**src/rtl/sd_clk_rate_ctrl.sv**
```systemverilog
// SD card clock owner: free-running sd_clk divider plus the speed-change sequencer.
// Define SD_CLK_STOP_EN to add the clk_stop input (sd_clk parked low while asserted).
module sd_clk_rate_ctrl #(
    parameter logic [15:0] INIT_COUNT = 16'd125,
    parameter logic [15:0] MIN_COUNT  = 16'd2,
    parameter int          WAIT_LIMIT = 64
) (
    input  logic        clk,
    input  logic        reset,
    input  logic        set_speed,
    input  logic [7:0]  tran_speed,
`ifdef SD_CLK_STOP_EN
    input  logic        clk_stop,
`endif
    output logic        div_start,
    output logic [7:0]  div_speed,
    input  logic        div_ok,
    input  logic        div_err,
    input  logic [15:0] div_count,
    output logic        sd_clk,
    output logic        sd_rise,
    output logic        sd_fall,
    output logic [15:0] cur_count,
    output logic        busy,
    output logic        done,
    output logic        error
);

    localparam logic [2:0] RUN    = 3'd0;
    localparam logic [2:0] REQ    = 3'd1;
    localparam logic [2:0] WAIT   = 3'd2;
    localparam logic [2:0] SWITCH = 3'd3;
    localparam logic [2:0] FAIL   = 3'd4;

    localparam int             WW        = $clog2(WAIT_LIMIT + 1);
    // REQ and FAIL cycles count toward the limit, so error lands WAIT_LIMIT cycles after div_start
    localparam logic [WW-1:0]  WAIT_LAST = WW'(WAIT_LIMIT - 2);

    logic [2:0]    state;
    logic [15:0]   phase;
    logic [15:0]   pending;
    logic [WW-1:0] wait_cnt;
    logic [15:0]   hi_len;
    logic [15:0]   lo_len;
    logic          stop;
    logic          end_lo;
    logic          end_hi;
    logic          switch_now;

`ifdef SD_CLK_STOP_EN
    assign stop = clk_stop;
`else
    assign stop = 1'b0;
`endif

    assign hi_len     = cur_count >> 1;
    assign lo_len     = cur_count - hi_len;
    assign end_lo     = !sd_clk && !stop && (phase == lo_len - 16'd1);
    assign end_hi     = sd_clk && (phase == hi_len - 16'd1);
    assign switch_now = (state == SWITCH) && end_lo;

    assign div_start  = (state == REQ);
    assign busy       = (state != RUN);

    // A pending switch replaces the rise, so the new low phase starts with no runt pulse
    always_ff @(posedge clk or posedge reset) begin
        if (reset) begin
            sd_clk    <= 1'b0;
            sd_rise   <= 1'b0;
            sd_fall   <= 1'b0;
            phase     <= '0;
            cur_count <= INIT_COUNT;
        end else begin
            sd_rise <= 1'b0;
            sd_fall <= 1'b0;
            if (switch_now) begin
                cur_count <= pending;
                phase     <= '0;
            end else if (end_lo) begin
                sd_clk  <= 1'b1;
                sd_rise <= 1'b1;
                phase   <= '0;
            end else if (end_hi) begin
                sd_clk  <= 1'b0;
                sd_fall <= 1'b1;
                phase   <= '0;
            end else if (!sd_clk && stop) begin
                phase <= '0;
            end else begin
                phase <= phase + 16'd1;
            end
        end
    end

    always_ff @(posedge clk or posedge reset) begin
        if (reset) begin
            state     <= RUN;
            div_speed <= '0;
            pending   <= '0;
            wait_cnt  <= '0;
            error     <= 1'b0;
            done      <= 1'b0;
        end else begin
            done <= 1'b0;
            case (state)
                RUN: begin
                    if (set_speed) begin
                        div_speed <= tran_speed;
                        error     <= 1'b0;
                        state     <= REQ;
                    end
                end
                REQ: begin
                    wait_cnt <= WW'(1);
                    state    <= WAIT;
                end
                WAIT: begin
                    if (div_err) begin
                        state <= FAIL;
                    end else if (div_ok) begin
                        if (div_count >= MIN_COUNT) begin
                            pending <= div_count;
                            state   <= SWITCH;
                        end else begin
                            state <= FAIL;
                        end
                    end else if (wait_cnt == WAIT_LAST) begin
                        state <= FAIL;
                    end else begin
                        wait_cnt <= wait_cnt + WW'(1);
                    end
                end
                SWITCH: begin
                    if (switch_now) begin
                        done  <= 1'b1;
                        state <= RUN;
                    end
                end
                FAIL: begin
                    error <= 1'b1;
                    state <= RUN;
                end
                default: state <= RUN;
            endcase
        end
    end

endmodule

```
**config.mk**
```make
export PLATFORM = sky130hd
export DESIGN_NAME = sd_clk_rate_ctrl
export DESIGN_NICKNAME = d
export VERILOG_FILES = /design/src/rtl/sd_clk_rate_ctrl.sv
export SDC_FILE = /design/constraint.sdc
export NUM_CORES = 1
export LEC_CHECK = 0
export BUFFER_PORTS_ARGS = -buffer_cell sky130_fd_sc_hd__buf_4
export CAP_MARGIN = 0
export CORE_ASPECT_RATIO = 1.1
export CORE_MARGIN = 5
export CORE_UTILIZATION = 30
export CTS_BUF_LIST = sky130_fd_sc_hd__clkbuf_2 sky130_fd_sc_hd__clkbuf_4 sky130_fd_sc_hd__clkbuf_8
export CTS_CLUSTER_DIAMETER = 80
export DETAILED_ROUTE_END_ITERATION = 6
export PLACE_DENSITY = 0.45
export SLEW_MARGIN = 20
export SYNTH_ARGS = -nofsm -noshare
export SYNTH_HDL_FRONTEND = slang
export SYNTH_SLANG_ARGS = --single-unit
```
**constraint.sdc**
```tcl
create_clock -name clk -period 3.8 [get_ports clk]
set_input_delay 0.38 -clock clk [delete_from_list [all_inputs] [get_ports clk]]
set_output_delay 0.38 -clock clk [all_outputs]
set_load 0.02 [all_outputs]
```
==> results of run 1 <==
[registers in the layout (all words and copies together) (netlist names)]
signal,flops
cur_count,16
pending,16
phase,16
div_speed,8
wait_cnt,7
state,3
done,1
error,1
sd_clk,1
sd_fall,1
sd_rise,1
[area by class of cell]
class,count,area [sq um]
fill,1771,10800
multi-input combinational,407,3140
sequential,71,1780
timing repair buffer,79,606
tap,208,260
clock buffer,13,166
inverter,36,135
clock inverter,1,5.00
[synth_stat cells, drive strengths merged (2+ instances only)]
| library cell | n | share of area [%] |
|---|---|---|
| a2111o | 2 | 0.44 |
| a2111oi | 5 | 0.86 |
| a211oi | 5 | 0.73 |
| a21boi | 7 | 1.0 |
| a21o | 5 | 0.73 |
| a21oi | 20 | 2.0 |
| a311oi | 2 | 0.34 |
| and2 | 3 | 0.37 |
| and3 | 9 | 1.1 |
| buf | 3 | 0.42 |
| clkbuf | 11 | 0.81 |
| dfrtp | 65 | 32 |
| dfstp | 6 | 3.1 |
| ha | 45 | 11 |
| inv | 36 | 2.6 |
| mux2 | 40 | 9.5 |
| nand2 | 27 | 2.0 |
| nand2b | 7 | 0.86 |
| nand3 | 18 | 1.8 |
| nand3b | 2 | 0.54 |
| nor2 | 46 | 3.4 |
| nor2b | 10 | 1.2 |
| nor3 | 12 | 1.3 |
| nor3b | 6 | 0.88 |
| nor4 | 11 | 1.5 |
| o2111ai | 2 | 0.34 |
| o211ai | 5 | 0.73 |
| o21ai | 19 | 1.9 |
| o221ai | 2 | 0.34 |
| o22ai | 4 | 0.49 |
| o31ai | 2 | 0.29 |
| or3 | 2 | 0.24 |
| or4 | 2 | 0.29 |
| xnor2 | 39 | 6.7 |
| xor2 | 25 | 4.3 |
[path summary, 6_finish.rpt]
kind                       depth (start not counted)  slack [ps]                     start                        to
setup reg to reg                                  12         260  cur_count[2]$_DFFE_PP1N_  cur_count[1]$_DFFE_PP0N_
hold reg to reg                                    1         500    pending[6]$_DFFE_PP0P_  cur_count[6]$_DFFE_PP1N_
hold / removal                                     2         270             tran_speed[7]  div_speed[7]$_DFFE_PP0P_
max in group asynchronous                          3        2870                     reset   wait_cnt[4]$_DFFE_PP0P_
min in group asynchronous                          3         320                     reset  cur_count[1]$_DFFE_PP0N_
setup / recovery                                  12         260  cur_count[2]$_DFFE_PP1N_  cur_count[1]$_DFFE_PP0N_
[logic make-up after synthesis]
kind of cell | count (synthesis)
and+or+nand+nor | 160
adders and majority gates | 46
xor gates and xnor gates | 64
muxes | 41
buffers and inverters | 50
DFF | 71
AOI/OAI and AO/OA | 96
[metrics by stage]
stage / setup slack [ps] / util (%) / std cells
finish: 257 / 36.1 / 815
global route: 101 / 36.1 / 815
CTS: 166 / 36.0 / 814
detailed placement: 178 / 35.0 / 800
global placement: 128 / 35.0 / 800
floorplan: 568 / - / 528
[routing by layer]
| layer | vias to the layer above | track usage (%) | wire length (um) |
|---|---|---|---|
| met5 | - | 0 | 0 |
| met4 | 0 | 4.48 | 221 |
| met3 | 14 | 2.23 | 472 |
| met2 | 81 | 24.3 | 6890 |
| met1 | 1937 | 18.2 | 6320 |
| li1 | 2012 | - | - |
[power by group through the flow]
stage | clock [mW] | combinational [mW] | sequential, mW
after floorplan | 0 | 0.325 | 1.06
after global placement | 0 | 0.523 | 1.05
after detailed placement | 0 | 0.537 | 1.06
after CTS | 0.566 | 0.537 | 1.05
after global routing | 0.593 | 0.577 | 1.07
final | 0.540 | 0.529 | 1.05
[what timing repair did]
item	in CTS	in global routing
setup endpoints to repair	0	16
resized for setup	0	1
buffers inserted	0	1
==> impl_metrics.env, run 1 <==
export IMPL_grt_max_degree=72
export IMPL_power_switching_uw=645
export IMPL_syn_inst=528
export IMPL_place_port_buffers=59
export IMPL_slowest_delay_ps=570
export IMPL_vdd_drop_max_mv=0.303
export IMPL_cp_buffers_inverters=3
export IMPL_start_util_pct=30.3
export IMPL_required_ps=4030
export IMPL_pwr_share_seq_pct=49.5
export IMPL_routed_wl_um=13900
export IMPL_hold_buffers=0
export IMPL_mostFrequentLayoutCell="buf_4"
export IMPL_yosysSeqAreaShare_pct=34.8
export IMPL_syn_area_sq_mm=0.00512
export IMPL_period_needed_ps=3540
export IMPL_max_slew_margin_pct=38.2
export IMPL_slew_violations=0
export IMPL_start_kind="register"
export IMPL_cts_buffers=9
export IMPL_wl_per_cell_um=17.1
export IMPL_synth_mux_area_share_pct=9.72
export IMPL_ys_flop_type="dfrtp_1"
export IMPL_routabilityCongestion=0.896
export IMPL_cp_slowest_cell="dfstp_2"
export IMPL_placed_cell_area_sq_mm=0.00590
export IMPL_finalCritPeriodShare_pct=93.2
export IMPL_cp_arrival_ps=3770
export IMPL_hold_violations=0
export IMPL_fp_dieArea_sq_mm=0.0198
export IMPL_end_kind="register"
export IMPL_power_mw=2.11
export IMPL_coreArea_sq_mm=0.0169
export IMPL_clock_skew_ps=5.40
export IMPL_cts_sinks=71
export IMPL_powerDensity_mw_per_mm2=347
export IMPL_hp_class="primary input to register"
export IMPL_area_growth_pct=19.1
export IMPL_dr_pass1_iters=4
export IMPL_drive_gt1_share_pct=24.1
export IMPL_stdcell_area_sq_mm=0.00610
export IMPL_postRouteAntennaNets=0
export IMPL_cts_tree="done"
export IMPL_grt_setup_unrepaired="false"
export IMPL_cap_viol_max_count=0
export IMPL_p_int_mw=1.47
export IMPL_final_nets=679
export IMPL_synth_simple_area_share_pct=16.3
export IMPL_setup_viol=0
export IMPL_root_buffer="clkbuf_8"
export IMPL_outcome="finished, final reports clean"
export IMPL_synth_xor_area_share_pct=10.9
export IMPL_synthArstFlopShare_pct=100
export IMPL_viasPerCell=4.96
export IMPL_grt_pass1_wl_um=22300
export IMPL_rows=50
export IMPL_synth_cell_type_count=64
export IMPL_clockBufferDepth=2
export IMPL_synth_avg_cell_area_sq_um=9.70
export IMPL_vias=4044
export IMPL_fmax_mhz=282
export IMPL_antenna_found_initial=0
export IMPL_clkPwrFrac_pct=25.5
export IMPL_grt_overflow_total=0
export IMPL_power_leakage_nw=2.87
export IMPL_worstPathCellList="inv_1, ha_1, nand2b_1, a2111oi_0, buf_4, o211ai_1, a21oi_1, o22ai_1, and4bb_1, nand3b_4, buf_12, mux2_4"
export IMPL_swShare_pct=30.5
export IMPL_pin_count=60
export IMPL_synth_fp_nets=603
export IMPL_drc=0
export IMPL_final_cell_mix="buf_4 (78), dfrtp_1 (65), nor2_1 (46), ha_1 (45), xnor2_1 (39)"
export IMPL_synth_compound_area_share_pct=13.0
export IMPL_grtUsageTotal_pct=14.1
export IMPL_grt_pass1_vias=4228
export IMPL_comb_power_share_pct=25.0
export IMPL_clk_pin_slew_worst_paths_ps=70
export IMPL_worstPathMaxFanout=16
export IMPL_fp_dieH_um=147
export IMPL_totalNegativeSetupSlack_ps=0
export IMPL_clk_latency_ps=340
export IMPL_synthAdderAreaFrac_pct=11.4
export IMPL_dp_hpwl_um=11200
export IMPL_antenna_cells=0
export IMPL_critPathTopFamily="compound AO/OA/AOI/OAI gates"
export IMPL_synth_edff_count=0
export IMPL_holdWs_ps=273
export IMPL_h_tree_depth=3
export IMPL_synth_top_family_by_area="simple AND/OR/NAND/NOR gates"
export IMPL_chipWidth_um=135
export IMPL_ys_ff_latch=71
export IMPL_drt_initial_drc_count=194
export IMPL_tightest_slew_ps=927
export IMPL_critical_path_class="register to register"
export IMPL_yosysWarnings=0
Power figures use the tool's default switching activity.
==> run 2: changes to the inputs <==
--- a/config.mk
+++ b/config.mk
@@ -5,7 +5,7 @@
 export SDC_FILE = /design/constraint.sdc
 export NUM_CORES = 1
 export LEC_CHECK = 0
-export BUFFER_PORTS_ARGS = -buffer_cell sky130_fd_sc_hd__buf_4
+export BUFFER_PORTS_ARGS = -buffer_cell sky130_fd_sc_hd__buf_2
 export CAP_MARGIN = 0
 export CORE_ASPECT_RATIO = 1.1
 export CORE_MARGIN = 5
==> run 2 against run 1 <==
Global-route usage decreased by 0.18 points. Sequential cell count unchanged. Sequential share of layout area up 0.79 points. Sequential power barely moved. Setup slack got worse by 19 ps. Via count increased by 1.4%. Critical path depth unchanged. Hold slack worse by 56 ps. Clock skew grew 5.1 ps. Critical endpoint is now cur_count[10]$_DFFE_PP0N_.
==> impl_metrics.env, run 2 (same netlist as run 1, synthesis figures left out) <==
export IMPL_holdWs_ps=218
export IMPL_grt_max_degree=42
export IMPL_grtUsageTotal_pct=14.0
export IMPL_critical_path_class="register to register"
export IMPL_coreArea_sq_mm=0.0169
export IMPL_antenna_found_initial=0
export IMPL_dp_hpwl_um=11300
export IMPL_cap_viol_max_count=0
export IMPL_tightest_slew_ps=899
export IMPL_clk_latency_ps=340
export IMPL_max_slew_margin_pct=40.0
export IMPL_reg2reg_to="cur_count[10]$_DFFE_PP0N_"
export IMPL_slew_violations=0
export IMPL_grt_pass1_wl_um=21900
export IMPL_setup_viol=0
export IMPL_hold_violations=0
export IMPL_period_needed_ps=3560
export IMPL_final_cell_mix="dfrtp_1 (65), buf_2 (59), nor2_1 (46), ha_1 (45), xnor2_1 (39)"
export IMPL_power_leakage_nw=2.83
export IMPL_viasPerCell=5.05
export IMPL_place_port_buffers=59
export IMPL_drt_initial_drc_count=160
export IMPL_critPathLaunch="cur_count[2]$_DFFE_PP1N_"
export IMPL_cp_arrival_ps=3780
export IMPL_grt_overflow_total=0
export IMPL_finalCritPeriodShare_pct=93.7
export IMPL_end_kind="register"
export IMPL_hp_class="primary input to async pin"
export IMPL_outcome="finished, final reports clean"
export IMPL_grt_setup_unrepaired="false"
export IMPL_powerDensity_mw_per_mm2=341
export IMPL_routed_wl_um=13600
export IMPL_start_util_pct=30.3
export IMPL_drc=0
export IMPL_cts_sinks=71
export IMPL_pin_count=60
export IMPL_cts_tree="done"
export IMPL_area_growth_pct=16.0
export IMPL_drive_gt1_share_pct=24.3
export IMPL_top_regs="cur_count: 16 flops, pending: 16 flops, phase: 16 flops"
export IMPL_hold_buffers=0
export IMPL_final_nets=677
export IMPL_placedCellCount=798
export IMPL_start_kind="register"
export IMPL_reg2reg_slack_ps=240
export IMPL_fp_dieArea_sq_mm=0.0198
export IMPL_chipWidth_um=135
export IMPL_wl_per_cell_um=16.8
export IMPL_clock_skew_ps=10.5
export IMPL_final_cells=812
export IMPL_routabilityCongestion=0.840
export IMPL_required_ps=4020
export IMPL_mostFrequentLayoutCell="dfrtp_1"
export IMPL_clk_pin_slew_worst_paths_ps=70
export IMPL_antenna_cells=0
export IMPL_rr_worst_depth=12
export IMPL_grt_pass1_vias=4297
export IMPL_h_tree_depth=3
export IMPL_totalNegativeSetupSlack_ps=0
export IMPL_root_buffer="clkbuf_8"
export IMPL_vdd_drop_max_mv=0.383
export IMPL_clockBufferDepth=2
export IMPL_vias=4101
export IMPL_rows=50
export IMPL_postRouteAntennaNets=0
export IMPL_fmax_mhz=281
export IMPL_cts_buffers=9
export IMPL_fp_dieH_um=147
export IMPL_dr_pass1_iters=4
export IMPL_rr_startpoint="cur_count[2]$_DFFE_PP1N_"
export IMPL_final_util_pct=35.2
export IMPL_cp_endpoint="cur_count[10]$_DFFE_PP0N_"
export IMPL_worstPathMaxFanout=16
run 2: area by class of cell:
type / count / area (sq um)
fill: 1773 / 11000
clock inverter: 2 / 10.0
clock buffer: 11 / 145
multi-input combinational: 407 / 3160
timing repair buffer: 77 / 443
sequential: 71 / 1780
inverter: 36 / 135
tap: 208 / 260
run 2: metal layers:
| metal | track usage (%) | up-vias | share of wire [%] |
|---|---|---|---|
| li1 | - | 2007 | - |
| met1 | 16.8 | 1970 | 44 |
| met2 | 23.7 | 95 | 48 |
| met3 | 2.33 | 29 | 3.4 |
| met4 | 7.54 | 0 | 4.1 |
| met5 | 0 | - | 0 |
run 2: critical path: stages (launching register included):
cell	delay, ps
dfstp_2	580
inv_1	120
ha_1	400
nand2b_1	230
a2111oi_0	410
buf_4	210
o21ai_0	140
a211oi_1	360
nor4_1	90
and4bb_2	290
nand3b_4	100
buf_12	170
mux2_2	340
run 2: power by group:
group	leakage [nW]	internal [mW]	total, mW	switching [mW]
Clock	0.0843	0.249	0.500	0.251
Sequential	0.898	0.920	1.04	0.119
Combinational	1.85	0.230	0.486	0.257
run 2: worst min-delay path by stage:
| stage | from | to | slack [ps] | cells past startpoint |
|---|---|---|---|---|
| floorplan | pending[10]$_DFFE_PP0P_ | cur_count[10]$_DFFE_PP0N_ | 470 | 1 |
| global placement | pending[0]$_DFFE_PP0P_ | cur_count[0]$_DFFE_PP1N_ | 490 | 1 |
| detailed placement | pending[8]$_DFFE_PP0P_ | cur_count[8]$_DFFE_PP0N_ | 490 | 1 |
| CTS | reset | phase[2]$_DFF_PP0_ | 240 | 2 |
| global route | tran_speed[1] | div_speed[1]$_DFFE_PP0P_ | 250 | 2 |
| finish | reset | phase[2]$_DFF_PP0_ | 220 | 2 |
run 2: per-stage QoR:
| step | power (mW) | instance area, sq um | setup WS (ps) |
|---|---|---|---|
| 5_1_grt | 2.15 | 5940 | 1.49 |
| 4_1_cts | 2.06 | 5900 | 50.9 |
| 3_3_place_gp | 1.53 | 5740 | 109 |
| 3_5_place_dp | 1.55 | 5740 | 67.4 |
| 6_report | 2.03 | 5940 | 238 |
| 2_1_floorplan | 1.38 | 5120 | 568 |
run 2: repair_timing:
| item | in CTS | in global routing |
|---|---|---|
| endpoints found under the setup margin | 0 | 29 |
| buffers inserted | 0 | 1 |
| gates resized for setup | 0 | 6 |
